===== src/rtl/ram_arb_pkg.sv =====
// Shared types for the two-master RAM arbiter.
package ram_arb_pkg;

  typedef enum logic [1:0] {
    CLEAR = 2'd0,
    IDLE  = 2'd1,
    OWN0  = 2'd2,
    OWN1  = 2'd3
  } arb_state_t;

  typedef logic master_id_t;

  function automatic arb_state_t own_state(input master_id_t id);
    return (id == 1'b1) ? OWN1 : OWN0;
  endfunction

endpackage


===== src/rtl/ram_arbiter_rr_pick2.sv =====
// Two-way round-robin picker: the master not granted last wins a tie.
module rr_pick2
  import ram_arb_pkg::*;
(
  input  logic [1:0] i_req,
  input  master_id_t i_last,
  output logic       o_valid,
  output master_id_t o_winner
);

  master_id_t w_pref;

  assign w_pref  = ~i_last;
  assign o_valid = |i_req;

  always_comb begin
    if (i_req[w_pref]) begin
      o_winner = w_pref;
    end else begin
      o_winner = i_last;
    end
  end

endmodule


===== src/rtl/ram_arbiter.sv =====
// Two-master arbiter for one single-port RAM with burst-limited round-robin.
// Defining RAM_ARB_CLEAR_EN adds a full-RAM zero sweep (CLEAR state, clear_start, busy).
module ram_arbiter
  import ram_arb_pkg::*;
#(
  parameter int WIDTH          = 16,
  parameter int REGISTER_COUNT = 256,
  parameter int MAX_BURST      = 4
) (
  input  logic                              cpu_clk,
  input  logic                              reset,
  input  logic                              clear_start,
  input  logic                              m0_req,
  input  logic                              m1_req,
  input  logic [$clog2(REGISTER_COUNT)-1:0] m0_addr,
  input  logic [$clog2(REGISTER_COUNT)-1:0] m1_addr,
  input  logic [WIDTH-1:0]                  m0_wdata,
  input  logic [WIDTH-1:0]                  m1_wdata,
  input  logic                              m0_we,
  input  logic                              m1_we,
  output logic                              m0_gnt,
  output logic                              m1_gnt,
  output logic [WIDTH-1:0]                  m0_rdata,
  output logic [WIDTH-1:0]                  m1_rdata,
  output logic [$clog2(REGISTER_COUNT)-1:0] ram_addr,
  output logic [WIDTH-1:0]                  ram_wdata,
  output logic                              ram_we,
  input  logic [WIDTH-1:0]                  ram_rdata,
  output logic                              busy
);

  localparam int AW = $clog2(REGISTER_COUNT);
  localparam int BW = (MAX_BURST > 1) ? $clog2(MAX_BURST) : 1;
  localparam logic [BW-1:0] BURST_LAST = BW'(MAX_BURST - 1);

  arb_state_t     r_state;
  logic [BW-1:0]  r_burst_cnt;
  master_id_t     r_last_gnt;
  logic [AW-1:0]  w_sweep_addr;
  logic           w_sweep_done;
  logic           w_clear_req;
  logic           w_owner_req;
  logic           w_keep;
  logic           w_pick_valid;
  master_id_t     w_pick_winner;

`ifdef RAM_ARB_CLEAR_EN
  localparam arb_state_t RESET_STATE = CLEAR;
  localparam logic [AW-1:0] SWEEP_LAST = AW'(REGISTER_COUNT - 1);
  logic [AW-1:0] r_sweep_cnt;

  always_ff @(posedge cpu_clk or posedge reset) begin
    if (reset) begin
      r_sweep_cnt <= '0;
    end else if (r_state == CLEAR && r_sweep_cnt != SWEEP_LAST) begin
      r_sweep_cnt <= r_sweep_cnt + 1'b1;
    end else begin
      r_sweep_cnt <= '0;
    end
  end

  assign w_sweep_addr = r_sweep_cnt;
  assign w_sweep_done = (r_sweep_cnt == SWEEP_LAST);
  assign w_clear_req  = clear_start;
  assign busy         = (r_state == CLEAR);
`else
  localparam arb_state_t RESET_STATE = IDLE;
  logic w_unused_clear;

  assign w_unused_clear = clear_start;
  assign w_sweep_addr   = '0;
  assign w_sweep_done   = 1'b1;
  assign w_clear_req    = 1'b0;
  assign busy           = 1'b0;
`endif

  rr_pick2 u_pick (
    .i_req    ({m1_req, m0_req}),
    .i_last   (r_last_gnt),
    .o_valid  (w_pick_valid),
    .o_winner (w_pick_winner)
  );

  assign w_owner_req = (r_state == OWN0) ? m0_req : ((r_state == OWN1) ? m1_req : 1'b0);
  assign w_keep      = w_owner_req && (r_burst_cnt < BURST_LAST);

  // last-grant resets to master 1 so that master 0 wins the first tie
  always_ff @(posedge cpu_clk or posedge reset) begin
    if (reset) begin
      r_state     <= RESET_STATE;
      r_burst_cnt <= '0;
      r_last_gnt  <= 1'b1;
    end else begin
      case (r_state)
        CLEAR: begin
          if (w_sweep_done) begin
            r_state <= IDLE;
          end
        end
        IDLE, OWN0, OWN1: begin
          if (w_clear_req) begin
            r_state     <= CLEAR;
            r_burst_cnt <= '0;
          end else if (w_keep) begin
            r_burst_cnt <= r_burst_cnt + 1'b1;
          end else if (w_pick_valid) begin
            r_state     <= own_state(w_pick_winner);
            r_last_gnt  <= w_pick_winner;
            r_burst_cnt <= '0;
          end else begin
            r_state     <= IDLE;
            r_burst_cnt <= '0;
          end
        end
        default: r_state <= RESET_STATE;
      endcase
    end
  end

  // ram_we is gated by reset so the sweep write cannot leak while reset is held
  always_comb begin
    m0_gnt    = 1'b0;
    m1_gnt    = 1'b0;
    ram_addr  = '0;
    ram_wdata = '0;
    ram_we    = 1'b0;
    case (r_state)
      CLEAR: begin
        ram_addr = w_sweep_addr;
        ram_we   = ~reset;
      end
      OWN0: begin
        m0_gnt    = m0_req;
        ram_addr  = m0_addr;
        ram_wdata = m0_wdata;
        ram_we    = m0_we & m0_req;
      end
      OWN1: begin
        m1_gnt    = m1_req;
        ram_addr  = m1_addr;
        ram_wdata = m1_wdata;
        ram_we    = m1_we & m1_req;
      end
      default: begin
        ram_we = 1'b0;
      end
    endcase
  end

  assign m0_rdata = m0_gnt ? ram_rdata : '0;
  assign m1_rdata = m1_gnt ? ram_rdata : '0;

endmodule

===== config.mk =====
export PLATFORM = sky130hd
export DESIGN_NAME = ram_arbiter
export DESIGN_NICKNAME = d
export VERILOG_FILES = /design/src/rtl/ram_arb_pkg.sv /design/src/rtl/ram_arbiter_rr_pick2.sv /design/src/rtl/ram_arbiter.sv
export SDC_FILE = /design/constraint.sdc
export NUM_CORES = 1
export LEC_CHECK = 0
export CORE_MARGIN = 10
export CORE_UTILIZATION = 27
export DETAILED_ROUTE_END_ITERATION = 16
export GPL_ROUTABILITY_DRIVEN = 0
export GPL_TIMING_DRIVEN = 0
export MAX_ROUTING_LAYER = met4
export PLACE_DENSITY = 0.88
export SETUP_SLACK_MARGIN = 0.5
export SYNTH_ARGS = -nofsm -noshare
export SYNTH_HDL_FRONTEND = slang
export SYNTH_SLANG_ARGS = --single-unit

===== constraint.sdc =====
create_clock -name cpu_clk -period 4.2 [get_ports cpu_clk]
set_clock_uncertainty 0.2 [all_clocks]
set_input_delay 0.63 -clock cpu_clk [delete_from_list [all_inputs] [get_ports cpu_clk]]
set_output_delay 0.63 -clock cpu_clk [all_outputs]
set_load 0.02 [all_outputs]

# After elaboration in Yosys (flattened, before gate mapping)
# Index checks and enable logic that the tools add are counted.
dict set report totals {
  register_bits 5
  input_bits 71
  wordCells 36
}
dict set report op_classes {
  eq_ne 4
  add_sub_neg 1
  order_cmp 2
  n_reduce_logical 5
  n_mux 16
  bitwise 5
}
# op n
set ops {}
lappend ops {{16-bit two-way mux} 2}
lappend ops {{16-bit one-hot mux with 2 select lines} 1}
lappend ops {{8-bit one-hot mux with 2 select lines} 1}
lappend ops {{1-bit two-way mux} 7}
lappend ops {{2-bit two-way mux} 3}
lappend ops {{2-bit equality test, second input constant} 2}
lappend ops {{2-bit one-hot mux with 2 select lines} 1}
lappend ops {{1-bit inverter} 3}
lappend ops {{1-bit one-hot mux with 3 select lines} 1}
lappend ops {{3-bit AND reduction} 1}
lappend ops {{3-bit OR reduction} 1}
lappend ops {{2-bit by 1-bit adder with 2-bit output, second input constant} 1}
lappend ops {{1-bit bitwise AND} 2}
lappend ops {{2-bit by 1-bit equality test with 1-bit output, second input constant} 1}
lappend ops {{2-bit logical NOT} 1}
lappend ops {{1-bit by 2-bit < comparator with 1-bit output, second input constant} 1}
lappend ops {{2-bit < comparator, second input constant} 1}
lappend ops {{2-bit inequality test, second input constant} 1}
lappend ops {{2-bit OR reduction} 1}
lappend ops {{1-bit logical AND} 1}

# Logic depth before layout (Yosys ltp)
dict set report depth {
  ltp_word 8
  mapped_depth 5
  depth_no_buf 4
}

# Cells and area by module
# Synthesis repeated with hierarchy kept, for this count alone.
dict set report unflattened {
  hier_cells 124
  hier_area_um2 954.7
}
# mod cells_each instances area_per_inst_um2
set modules_own_cells {}
lappend modules_own_cells {ram_arbiter 121 1 934.6}
lappend modules_own_cells {rr_pick2 3 1 20.0}

# Least setup slack after synthesis
# Ideal clock, no wire load.
dict set report synth_path {
  kind {input -> output}
  start {in m1_req}
  end {out m1_rdata[10]}
  arrival_ns 1.376
  stages 4
  setup_slack_ns 1.994
  cell_sequence {and3_1 > buf_2 > buf_2 > and2_1}
}
dict set report synth_between {
  elab_chain_cells 2
}
# element line
set synth_rtl {}
lappend synth_rtl {{from (decl)} ram_arbiter.sv:14} ;# input logic m1_req,
lappend synth_rtl {{1-bit two-way mux} ram_arbiter.sv:127} ;# case (r_state)
lappend synth_rtl {{named net m1_gnt} ram_arbiter.sv:22} ;# output logic m1_gnt,
lappend synth_rtl {{16-bit two-way mux} ram_arbiter.sv:151} ;# assign m1_rdata = m1_gnt ? ram_rdata : '0;
lappend synth_rtl {{to (decl)} ram_arbiter.sv:24} ;# output logic [WIDTH-1:0] m1_rdata,
# The timed path passes the listed nets, and every way through them passes these cells.

# Final worst setup path
dict set report layout_path {
  start {in m0_req}
  end {out m0_rdata[14]}
}
dict set report layout_between {
  elab_chain_cells 2
}
# element line
set layout_rtl {}
lappend layout_rtl {{from (decl)} ram_arbiter.sv:13} ;# input logic m0_req,
lappend layout_rtl {{1-bit two-way mux} ram_arbiter.sv:127}
lappend layout_rtl {{16-bit two-way mux} ram_arbiter.sv:150} ;# assign m0_rdata = m0_gnt ? ram_rdata : '0;
lappend layout_rtl {{to (decl)} ram_arbiter.sv:23} ;# output logic [WIDTH-1:0] m0_rdata,
# Every way passes these cells.

==> flow_metrics.py <==
metrics = {
    "outcome": {
        "status": "complete, no violations",
    },
    "power_and_ir_drop": {
        "peakVddDrop_mv": 0.156,
        "power_mw": 0.490,
        "pwr_density_cell_nw_per_um2": 211,
        "leakagePower_nw": 1.02,
    },
    "critical_path": {
        "end_kind": "primary output",
        "reg2reg_depth": 4,
        "reg2reg_from": "r_burst_cnt[0]",
        "r2r_end": "r_last_gnt",
        "slowest_stage": "clkdlybuf4s50_1",
        "cp-start-kind": "primary input",
        "path_class": "primary input to primary output",
        "startpoint": "m0_req",
        "rrSetupSlack_ns": 2.48,
        "worst-path-max-fanout": 10,
        "required_ns": 3.37,
        "slowest_delay_ns": 0.62,
        "cp.arrival_ns": 2.52,
        "crit_chain": "clkdlybuf4s50_1 > and3b_1 > buf_2 > buf_2 > and2_1 > clkdlybuf4s50_1",
    },
    "floorplan": {
        "die_h_um": 79.6,
        "io_pins": 131,
        "row_count": 21,
        "die_w_um": 79.6,
        "fp.dieArea_um2": 6330,
        "start_util_pct": 28.3,
        "core_um2": 3390,
    },
    "timing": {
        "drv_slew": 0,
        "max_freq_mhz": 299,
        "hold_viol": 0,
        "totalNegativeSetupSlack_ns": 0,
        "rsz0062_at_grt": "no",
        "fin_crit_sh_pct": 79.7,
        "setup_viol": 0,
        "min_period_ns": 3.35,
    },
    "global_routing": {
        "grt_pass1_vias": 1291,
        "grt_max_degree": 11,
        "grt_usage_pct": 14.4,
        "overflow": 0,
        "grt_pass1_wl_mm": 7.13,
        "antenna_found_initial": 0,
    },
    "clock_network": {
        "clock_sinks": 5,
        "cts_resized": 0,
        "clk_path_buf_depth": 2,
        "cts_tree": "done",
        "numCtsBuffers": 3,
        "h-tree-depth": 1,
        "clk_latency_ns": 0.24,
        "clk_pin_slew_ns": 0.04,
        "cts_setup_buffers": 0,
        "hold_buffers": 0,
        "ctsRootBufferMaster": "clkbuf_4",
    },
    "synthesis": {
        "async_flop_share_pct": 100,
        "synth-main-ff-cell": "dfrtp_1",
        "ys_seq_elements": 5,
        "ys_types": 27,
        "ys_top_cells_by_area": "mux2i_1 (25%), and2_1 (21%), nor2b_1 (16%), dfrtp_1 (7.8%), dfstp_2 (5.5%)",
        "yosys_warnings": 0,
        "ys_seq_area_share_pct": 13.3,
        "synth_cells": 125,
        "syn_nets": 197,
        "syn-cell-area_um2": 958,
        "syn_area_per_cell_um2": 7.67,
        "synth_top_cell_area_share_pct": 25.1,
        "synth_edf_count": 0,
        "yosys.area.top_type": "mux2i_1",
    },
    "hold_path": {
        "min_path_cells": 1,
        "min_to": "r_burst_cnt[0]",
        "hold_class": "register to register",
        "holdCritStartpoint": "r_burst_cnt[0]",
    },
    "drt": {
        "first_iter_violations": 26,
        "wl_per_cell_um": 15.9,
        "drt_wl_total_mm": 4.82,
        "first_pass_iters": 4,
        "via_per_inst": 4.33,
        "vias": 1312,
        "ant_nets": 0,
        "drc": 0,
    },
    "layout": {
        "final_util_pct": 68.5,
        "drive_gt1_share_pct": 6.23,
        "antenna_cells": 0,
        "nNetsFinal": 330,
        "syn_to_final_growth_pct": 142,
    },
    "place": {
        "dpl.hpwl_mm": 4.33,
        "io_buffers": 128,
    },
    "flow_run": {
        "cap_viol_max_count": 0,
    },
}
==> critical path: cells and delay by family <==
kind	cells	cell delay [ns]
buffers and inverters	4	1.57
AND/OR/NAND/NOR	2	0.31
==> cell usage after synthesis (2+ instances only) <==
| cell type | count |
|---|---|
| and2_1 | 32 |
| nor2b_1 | 25 |
| mux2i_1 | 24 |
| buf_2 | 8 |
| nor2_1 | 4 |
| dfrtp_1 | 3 |
| nand2_1 | 3 |
| a21o_1 | 2 |
| and3_1 | 2 |
| clkbuf_1 | 2 |
| dfstp_2 | 2 |
| inv_1 | 2 |
| o22ai_1 | 2 |
==> cell type report <==
type / count / area [µm²]
sequential: 5 / 128
fill: 287 / 1070
multi-input combinational: 106 / 757
tap: 46 / 57.6
clock buffer: 4 / 26.3
timing repair buffer: 128 / 1280
inverter: 2 / 7.51
buffer: 12 / 66.3
==> placed cells by master (no fill, tap or decap), drive strengths merged <==
cell,n
dfstp,2
and3,2
and2,32
a221o,1
nand2,3
clkbuf,6
a21o,2
dfrtp,3
mux2i,24
nor2b,25
buf,10
nand2b,1
conb,1
nor3,1
clkdlybuf4s50,128
ha,1
a21oi,1
o31ai,1
nor2,4
a311o,1
o21ai,2
mux2,1
inv,2
o22ai,2
and3b,1
==> per-stage QoR <==
step                      worst slack [ns]  std cells  area (µm²)  hold slack (ns)
after floorplan                       1.99        125         958            0.207
after global placement               0.844        299        2300            0.281
after detailed placement             0.827        299        2300            0.302
after CTS                            0.827        303        2320            0.309
after global routing                 0.723        303        2320            0.333
final                                0.853        303        2320            0.306
==> sequential cells by signal, summed over array words and instances, names as in the netlist <==
name,flops
r_burst_cnt,2
r_state,2
r_last_gnt,1
==> logic make-up (layout without fill, tap and decap cells) <==
logic type / Yosys count / count (layout) / synth area share [%]
flops: 5 / 5 / 13.3
buf+inv: 14 / 146 / 7.70
simple gates: 69 / 69 / 43.3
other cells: 1 / 1 / 0.391
compound gates: 10 / 10 / 7.31
mux: 25 / 25 / 26.6
fa+ha+maj: 1 / 1 / 1.31
==> layer usage <==
| layer | global-route usage, % | share of wire [%] |
|---|---|---|
| met3 | 2.48 | 6.9 |
| met1 | 15.2 | 38 |
| met5 | - | 0 |
| met2 | 27.4 | 55 |
| met4 | 2.15 | 0 |
==> power breakdown <==
part           switching [mW]  total, mW  internal [mW]
logic                   0.163      0.367          0.204
registers             0.00677     0.0691         0.0624
clock network          0.0181     0.0539         0.0358
total                   0.188      0.490          0.303
==> worst max-delay path by stage <==
| stage | to | cells past startpoint |
|---|---|---|
| finish | m0_rdata[14] | 6 |
| global route | m0_rdata[14] | 6 |
| CTS | m0_rdata[14] | 6 |
| detailed placement | m0_rdata[14] | 6 |
| global placement | m0_rdata[12] | 6 |
| floorplan | m1_rdata[10] | 4 |
(Power assumes the default switching activity.)
